**src/rtl/klein_dec_control.sv**
```systemverilog
// Sequencer for the serial KLEIN-96 decryption datapath: a key-forward phase
// (round index counting up), then the decryption rounds counting down, then a one-cycle ready.
module klein_dec_control #(
  parameter int NR = 20
) (
  input  logic       ck,
  input  logic       rst,
  input  logic       start,
  output logic       busy,
  output logic       keyfwd,
  output logic [4:0] round,
  output logic       rfirst,
  output logic       rlast,
  output logic       ready,
  output logic [0:3] sels,
  output logic [0:4] selk
);

  typedef enum logic [1:0] {
    S_IDLE,
    S_KEYFWD,
    S_DEC,
    S_DONE
  } state_e;

  localparam logic [4:0] ROUND_FWD_LAST = 5'(NR - 1);
  localparam logic [4:0] ROUND_DEC_FIRST = 5'(NR);

  state_e     state_q, state_d;
  logic [2:0] cnt_q, cnt_d;
  logic [4:0] round_q, round_d;

  // NOTE: state flops use non-blocking assignments so every register samples pre-edge values.
  always_ff @(posedge ck or posedge rst) begin
    if (rst) begin
      state_q <= S_IDLE;
      cnt_q   <= 3'd0;
      round_q <= 5'd0;
    end else begin
      state_q <= state_d;
      cnt_q   <= cnt_d;
      round_q <= round_d;
    end
  end

  // NOTE: every signal gets a default first so no path through the case can infer a latch.
  always_comb begin
    state_d = state_q;
    cnt_d   = 3'd0;
    round_d = round_q;
    if (start) begin
      state_d = S_KEYFWD;
      round_d = 5'd0;
    end else begin
      unique case (state_q)
        S_IDLE: begin
          round_d = 5'd0;
        end
        S_KEYFWD: begin
          cnt_d = cnt_q + 3'd1;
          if (cnt_q == 3'd7) begin
            if (round_q == ROUND_FWD_LAST) begin
              state_d = S_DEC;
              round_d = ROUND_DEC_FIRST;
            end else begin
              round_d = round_q + 5'd1;
            end
          end
        end
        S_DEC: begin
          cnt_d = cnt_q + 3'd1;
          if (cnt_q == 3'd7) begin
            if (round_q == 5'd1) begin
              state_d = S_DONE;
              round_d = 5'd0;
            end else begin
              round_d = round_q - 5'd1;
            end
          end
        end
        S_DONE: begin
          state_d = S_IDLE;
          round_d = 5'd0;
        end
        default: begin
          state_d = S_IDLE;
          round_d = 5'd0;
        end
      endcase
    end
  end

  // Per-cycle datapath selects within one 8-cycle round; the key path uses the
  // same schedule in both phases, the state path only while decrypting.
  logic [0:3] sels_round;
  logic [0:4] selk_round;

  always_comb begin
    sels_round = 4'b0000;
    selk_round = 5'b00000;
    unique case (cnt_q)
      3'd0: begin sels_round = 4'b0000; selk_round = 5'b01110; end
      3'd1: begin sels_round = 4'b0001; selk_round = 5'b01110; end
      3'd2: begin sels_round = 4'b0011; selk_round = 5'b10100; end
      3'd3: begin sels_round = 4'b0111; selk_round = 5'b01100; end
      3'd4: begin sels_round = 4'b0000; selk_round = 5'b01010; end
      3'd5: begin sels_round = 4'b1001; selk_round = 5'b01011; end
      3'd6: begin sels_round = 4'b1011; selk_round = 5'b01010; end
      3'd7: begin sels_round = 4'b0111; selk_round = 5'b00000; end
      default: begin sels_round = 4'b0000; selk_round = 5'b00000; end
    endcase
  end

  always_comb begin
    busy   = 1'b0;
    keyfwd = 1'b0;
    rfirst = 1'b0;
    rlast  = 1'b0;
    ready  = 1'b0;
    sels   = 4'b0000;
    selk   = 5'b00000;
    round  = round_q;
    unique case (state_q)
      S_KEYFWD: begin
        busy   = 1'b1;
        keyfwd = 1'b1;
        selk   = selk_round;
      end
      S_DEC: begin
        busy   = 1'b1;
        rfirst = (round_q == ROUND_DEC_FIRST);
        rlast  = (round_q == 5'd1);
        sels   = sels_round;
        selk   = selk_round;
      end
      S_DONE: begin
        ready = 1'b1;
        round = 5'd0;
      end
      default: begin
        round = 5'd0;
      end
    endcase
  end

endmodule

```
**config.mk**
```make
export PLATFORM = sky130hd
export DESIGN_NAME = klein_dec_control
export DESIGN_NICKNAME = d
export VERILOG_FILES = /design/src/rtl/klein_dec_control.sv
export SDC_FILE = /design/constraint.sdc
export NUM_CORES = 1
export LEC_CHECK = 0
export ABC_AREA = 1
export CORE_UTILIZATION = 46
export CTS_BUF_LIST = sky130_fd_sc_hd__clkbuf_8
export DETAILED_ROUTE_END_ITERATION = 7
export PLACE_DENSITY_LB_ADDON = 0.2
export SLEW_MARGIN = 20
export SYNTH_ARGS = -nofsm -noshare
export SYNTH_HDL_FRONTEND = slang
export SYNTH_SLANG_ARGS = --single-unit
export TNS_END_PERCENT = 20
```
**constraint.sdc**
```tcl
create_clock -name ck -period 1.6 [get_ports ck]
set_clock_uncertainty 0.2 [all_clocks]
set_input_delay 0.24 -clock ck [delete_from_list [all_inputs] [get_ports ck]]
set_output_delay 0.24 -clock ck [all_outputs]
set_load 0.005 [all_outputs]
```
-- Word-level counts from Yosys, hierarchy flattened
Memory sizes are Yosys's and may differ from the RTL's.
Cells that the tools add are included.
- bits in latches: 0
- memory bits (writable): 0
- memories kept: 1
- flip-flop bits (word level): 10
- ROM bits: 72
- input bits: 3
- memories (name ; depth ; bits a word ; rd ports ; clocked after memory_dff ; wr ports ; line ; source):
    (no name shown) ; 8 ; 9 ; 1 ; 0 ; 0 ; 101 ; unique case (cnt_q)
- mux-type cells: 22
- reduce and logical (&&, ||, !) cells: 6
- div/mod/pow operators: 0
- $add $sub $neg: 3
- multiply operators: 0
- eq/ne operators: 11
- $lt $le $gt $ge: 0
- shifts and indexed selects: 0
- bitwise operators: 0
- operators with widths (cell ; number):
    5-bit 2-to-1 mux ; 7
    5-bit case mux with 3 select lines ; 1
    3-bit inequality test (second input constant) ; 4
    5-bit == test (second input constant) ; 2
    2-bit 2-to-1 mux ; 5
    3-bit 2-to-1 mux ; 2
    2-bit case mux with 3 select lines ; 1
    5-bit by 1-bit adder with 5-bit output (second input constant) ; 1
    5-bit by 1-bit == test with 1-bit output (second input constant) ; 1
    1-bit 2-to-1 mux ; 5
    5-bit AND reduction ; 1
    5-bit by 1-bit subtractor with 5-bit output (second input constant) ; 1
    2-bit == test (second input constant) ; 2
    4-bit 2-to-1 mux ; 1
    4-bit nonzero test ; 1
    2-bit OR reduction ; 2
    3-bit by 1-bit adder with 3-bit output (second input constant) ; 1
    3-bit == test (second input constant) ; 1
    2-bit by 1-bit == test with 1-bit output (second input constant) ; 1
    2-bit logical NOT ; 1
    2-bit AND reduction ; 1

-- Logic depth before layout (Yosys ltp)
Gate-level depths: netlist of run 1.
- depth after elaboration: 5
- gate-level depth with buffers: 11

-- Worst setup path after synthesis of run 1
No wires, ideal clock.
- path kind: register to output
- from: reg state_q[0]
- to: out selk[1] in the netlist's numbering
- cell stages (with the launch flop): 6
- arrival time: 1131 ps
- data required time: 1160 ps
- slack: 29 ps
- path buffers: 0
- path through: dfrtp_1 inv_1 ha_1 nor2_1 nor2_1 a21oi_1
- cells in the longest elaborated chain, start to end: 3
- RTL lines (what ; line ; source):
    start, declared ; 29 ; state_e state_q, state_d;
    start signal, assigned ; 40 ; state_q <= state_d;
    2-bit == test / 2-bit by 1-bit == test with 1-bit output (equally long branches) ; 123 ; unique case (state_q)
    2-bit OR reduction (no line) * ; - ;
    5-bit 2-to-1 mux * ; 123 ;
    end, declared ; 16 ; output logic [0:4] selk
Every way passes the cells marked *; elsewhere a longest branch is shown, timed or not.

-- Worst setup path after layout of run 1
- from: reg state_q[0]
- to: out selk[3] in the netlist's numbering
Same word-level chain as after synthesis.

==> impl_metrics.yaml, run 1 <==
timing:
  whs_ns: 0.110
  fin_crit_sh: 1.25
  worst_pin_slew_ns: 0.431
  clock.fmax_mhz: 501
  worst_slack_ns: -0.396
  slew_headroom: 0.712
  fin_setup_tns_ns: -5.97
  setup_viol: 26
  fin_crit_ns: 2.00
  slew_violations: 0
  hold_viol: 0
  grt_setup_unrepaired: "yes"
global_routing:
  antenna_found_initial: 0
  grt_max_degree: 11
  grt-ovfl-total: 0
  grt_pass1_vias: 1233
  grt_pass1_wl_um: 5930
  grt_use_total: 0.404
worst_setup_path:
  crit_path_end_kind: "primary output"
  critPathKind: "flip-flop to primary output"
  reg2reg_from: "round_q[0]"
  required_ns: 1.16
  start_kind: "flip-flop"
  cp_max_fo: 4
  arrival_ns: 1.56
  crit_start: "state_q[0]"
route:
  drt-vias-per-instance: 6.01
  drtIter0Drc: 134
  drc: 0
  drt_pass1_iterations: 5
  wl_um: 4900
  detail-route-antenna-nets: 0
  num_vias: 1365
  post_drt_wl_per_cell_um: 21.6
placed_design:
  hpwlAfterDp_um: 2050
  portBuffers: 21
  pre_cts_ws_ns: -0.456
  placedInstanceArea_um2: 1410
  place.gp.congestion: 0.880
pwr:
  vdd_drop_max_mv: 1.45
  power_density_nw_per_um2: 2080
  pwr-share-clk: 0.084
  p_int_mw: 1.68
  p_leak_nw: 0.860
  seqPwrFrac: 0.128
  combPwrFrac: 0.787
  power.switching_mw: 1.75
  sw_frac_of_total: 0.510
status:
  status: "complete, but fails checks"
  violations: "negative setup slack"
final_layout:
  fin_util: 0.918
  stdcell_area_um2: 1650
  final_cell_mix: "31 x nand2_1, 31 x buf_4, 17 x buf_2"
  drive_gt1_frac: 0.579
  area_growth_syn_to_layout_pct: 77.7
  fin_nets: 222
  fillers: 79
  diodes: 0
run:
  maxCapViolations: 0
die:
  die_area_um2: 2210
  die_height_um: 47.0
  die_w_um: 47.0
  start_util: 0.517
  io_pins: 22
  core_um2: 1800
  rows: 15
synthesis:
  syn_nets: 157
  syn_inst: 139
  seq_area_frac_synth: 0.269
  avgSynthCellArea_um2: 6.70
  synth-seq-cells: 10
  syn_area_um2: 931
  synth_cell_types: 16
  yosys_warnings: 0
clocking:
  cts_tree: "yes"
  cts_buffer_depth: 2
  clockRootBuffer: "clkbuf_8"
  cts_made_buffers: 3
  cts_sinks: 10
  clk_pin_slew_ns: 0.05
  htree_num_levels: 1
  clock_latency_ns: 0.25
min_path:
  worstHoldPathType: "input port to asynchronous set/reset pin"
==> cells in the mapped netlist <==
cell type	number	area, um2
a21oi_1	3	15.0
a21oi_4	1	16.3
buf_2	1	5.00
dfrtp_1	10	250
ha_1	15	188
inv_1	22	82.6
inv_2	2	7.51
nand2_1	37	139
nand2_2	4	25.0
nand3_1	14	70.1
nor2_1	20	75.1
nor2_2	2	12.5
nor3_1	3	15.0
o21ai_0	3	15.0
or2_2	1	6.26
xnor2_1	1	8.76
==> critical path, stage by stage (launching register included) <==
cell     delay, ns
dfrtp_1       0.40
inv_2         0.08
ha_4          0.28
nor2_2        0.13
nor2_2        0.07
a21oi_1       0.18
buf_2         0.16
==> cell type report <==
type / count / area, um2 / area share
Inverter: 24 / 95.1 / 0.0575
Clock buffer: 3 / 41.3 / 0.0250
Multi-Input combinational cell: 104 / 779 / 0.471
Tap cell: 25 / 31.3 / 0.0189
Timing Repair Buffer: 61 / 455 / 0.275
Sequential cell: 10 / 251 / 0.152
==> final timing paths <==
check / cells past startpoint / slack, ns / to
max: 6 / -0.40 / selk[3]
max in group asynchronous: 2 / 0.76 / round_q[0]
min: 2 / 0.11 / cnt_q[0]
max reg2reg: 7 / -0.36 / round_q[2]
min reg2reg: 2 / 0.43 / cnt_q[0]
min in group ck: 2 / 0.43 / cnt_q[0]
==> metrics by stage <==
| stage | power, mW | cells |
|---|---|---|
| floorplan | 1.28 | 139 |
| global placement | 2.23 | 216 |
| detailed placement | 2.31 | 216 |
| CTS | 2.92 | 225 |
| global route | 3.56 | 227 |
| finish | 3.44 | 227 |
==> metal layers <==
layer	wire length [um]	vias to the layer above	GRT usage
li1	-	551	-
met4	435	0	0.229
met3	496	63	0.108
met2	2260	133	0.719
met1	1700	618	0.429
met5	0	-	0
==> state kept, by name (all words and copies together), names as in the netlist <==
signal	flops
round_q	5
state_q	2
cnt_q	3
==> cell families after synthesis <==
kind of cell | Yosys count | share of synthesized area
and+or+nand+nor | 81 | 0.368
adders and majority gates | 15 | 0.202
DFF | 10 | 0.269
AOI/OAI and AO/OA | 7 | 0.0497
xor gates and xnor gates | 1 | 0.00941
buffers and inverters | 25 | 0.102
==> power groups by stage <==
stage / clock (mW) / sequential [mW] / combinational (mW)
finish: 0.289 / 0.441 / 2.71
global route: 0.292 / 0.437 / 2.83
CTS: 0.276 / 0.411 / 2.23
detailed placement: 0 / 0.404 / 1.91
global placement: 0 / 0.396 / 1.84
floorplan: 0 / 0.420 / 0.859
==> repair_timing <==
item	4_1_cts	5_1_grt
hold buffers	0	0
buffers inserted	8	2
pin swaps	23	14
endpoints found under the hold margin	0	0
endpoints found under the setup margin	26	25
gates resized for setup	120	23
Power figures use the tool's default switching activity.
==> run 2: changes to the inputs <==
CTS_CLUSTER_DIAMETER = 100   (was unset)
==> results of run 2 <==
Same layout as run 1: the final DEF is identical, and so are final timing and power.
==> variant: new RTL, config.mk and constraints of run 1 <==
Encoding of `state_e`: now one-hot (4 bits for 4 states).
--- a/src/rtl/klein_dec_control.sv
+++ b/src/rtl/klein_dec_control.sv
@@ -16,11 +16,11 @@
   output logic [0:4] selk
 );
 
-  typedef enum logic [1:0] {
-    S_IDLE,
-    S_KEYFWD,
-    S_DEC,
-    S_DONE
+  typedef enum logic [3:0] {
+    S_IDLE   = 4'b0001,
+    S_KEYFWD = 4'b0010,
+    S_DEC    = 4'b0100,
+    S_DONE   = 4'b1000
   } state_e;
 
   localparam logic [4:0] ROUND_FWD_LAST = 5'(NR - 1);
Check against the original RTL: no difference found for any inputs over 10 cycles, from zero or initial values and one cycle with rst high; not proved beyond that.
==> variant against run 1 <==
  * The flow still finishes with violations (setup timing)
  * Synthesized area is 11% higher
  * Register-to-register slack worse by 30 ps
  * Hold slack better by 64 ps
  * First-iteration DRC count is 9.7% lower
  * Setup slack better by 5.5 ps
  * Maximum frequency is 0.28% higher
  * Combinational power is 21% lower
  * Count of clock-buffer cells in the layout is 1 higher
  * Cell area is 15% higher
  * Total power is 14% lower
  * Sequential cell count is 2 higher
  * Routed wire length is 14% higher
  * Non-clock buffer count is 20 higher
  * Critical path type unchanged
  * Largest cell class unchanged
  * Highest routed layer unchanged
==> variant: results (changes against run 1) <==
Parameter                              Value

Status
  Status    complete, but fails checks
  Failing checks    setup timing

Timing
  Minimum setup slack in the final design    -390.4 ps (+5.523 ps)
  Final setup fails    27 (+3.8%)
  Worst Tran Pin Value    513.1 ps (+82.09 ps)
  Worst hold slack across all endpoints    173.4 ps (+63.65 ps)

Clock network
  Buffer cell driving the clock tree root    clkbuf_8
  Maximum root-to-sink buffer count    2 (unchanged)

Drt
  DRT iter0 DRCs    121 (-9.7%)
  Mean number of vias per cell    6.138 (+2.1%)
  Detailed-route wire length    5.581 mm (+14%)
  Detailed-router iteration count before antenna repair    7 (+2)

Yosys
  Seq/Total Area, Yosys    0.2921 (+0.02330)
  Post-synthesis compound-gate area fraction    0.04364 (-0.006095)
  Adder-cell share of the synthesized area    0.1333 (-0.06828)
  Number of nets in the synthesized netlist    163 (+3.8%)
  Number of distinct library cells after synthesis    21 (+5)

Power
  Combinational logic power    2.15 mW (-21%)
  P per Cell Area    1549 mW/mm² (-25%)
  Leak pwr    0.9793 nW (+14%)
  Highest ir drop seen on vdd    0.001163 V (-20%)
  Internal    1.542 mW (-8.4%)
  Reported clock group power    0.349 mW (+21%)

Setup path
  Largest delay contributor family on the critical path    flip-flops
  Number of cells on the worst reg-to-reg path    12 (+5)
  Critical register-to-register path startpoint    state_q[1]
  Critical path peak fanout    3 (-1)

Cells and area
  Seq Cell Count    12 (+2)
  Largest registers    round_q x5, state_q x4, cnt_q x3
  Fraction of final layout cells with drive strength greater than 1    0.6180 (+0.03882)
  # fillers    71 (-10%)
  Non-clock inverter count in the final layout    21 (-13%)
  Clk_buf instances    4 (+1)
  Clock-cell share of area    0.02887 (+0.003909)
  Layout buffer count excluding clock buffers    81 (+33%)
  Data-path buffer share of cell area in the final layout    0.3084 (+0.03306)
  Layout net count    248 (+12%)
  Area taken by multi-input logic gates    842.1 µm² (+8.0%)

GRT
  GRT Util Overall    0.4343 (+0.03013)
  Largest net degree at the start of global routing    13 (+2)
  First-pass GRT wire length    7.900 mm (+33%)
  Number of global-route vias before repair    1518 (+23%)

Place
  Post-placement cell area    0.001599 mm² (+14%)
  Count of input and output buffers    21 (unchanged)
  Final GP Congestion    0.8911 (+1.2%)
  Place WS    -405.0 ps (+50.59 ps)
  Detailed Place HPWL    2.373 mm (+16%)
-- variant: metal layers --
metal | part of all wire | global-route usage | vias up
met5 | 0 | 0 | -
met4 | 0.12 | 0.2429 | 0
met3 | 0.11 | 0.07788 | 75
met2 | 0.44 | 0.7420 | 167
met1 | 0.33 | 0.5077 | 721
li1 | - | - | 633
-- variant: repair_timing --
action                                 CTS  global route
endpoints found under the hold margin    0             0
setup buffers                           10             7
pin swaps                               11            10
hold buffers                             0             0
gates cloned                             0             0
setup endpoints to repair               27            30
resized for setup                      102            31
-- variant: how the worst max path moves through the flow --
stage | endpoint | slack, ps | cells past startpoint
after floorplan | round_q[1] | 10 | 8
after global placement | selk[1] | -300 | 6
after detailed placement | selk[1] | -400 | 6
after CTS | selk[1] | -250 | 7
after global routing | state_q[2] | -410 | 11
final | rfirst | -390 | 6
-- variant: through the flow --
step	std cells	TNS (ps)
finish	260	-7385
global route	260	-8191
CTS	253	-5063
detailed placement	239	-7952
global placement	239	-6793
floorplan	149	0
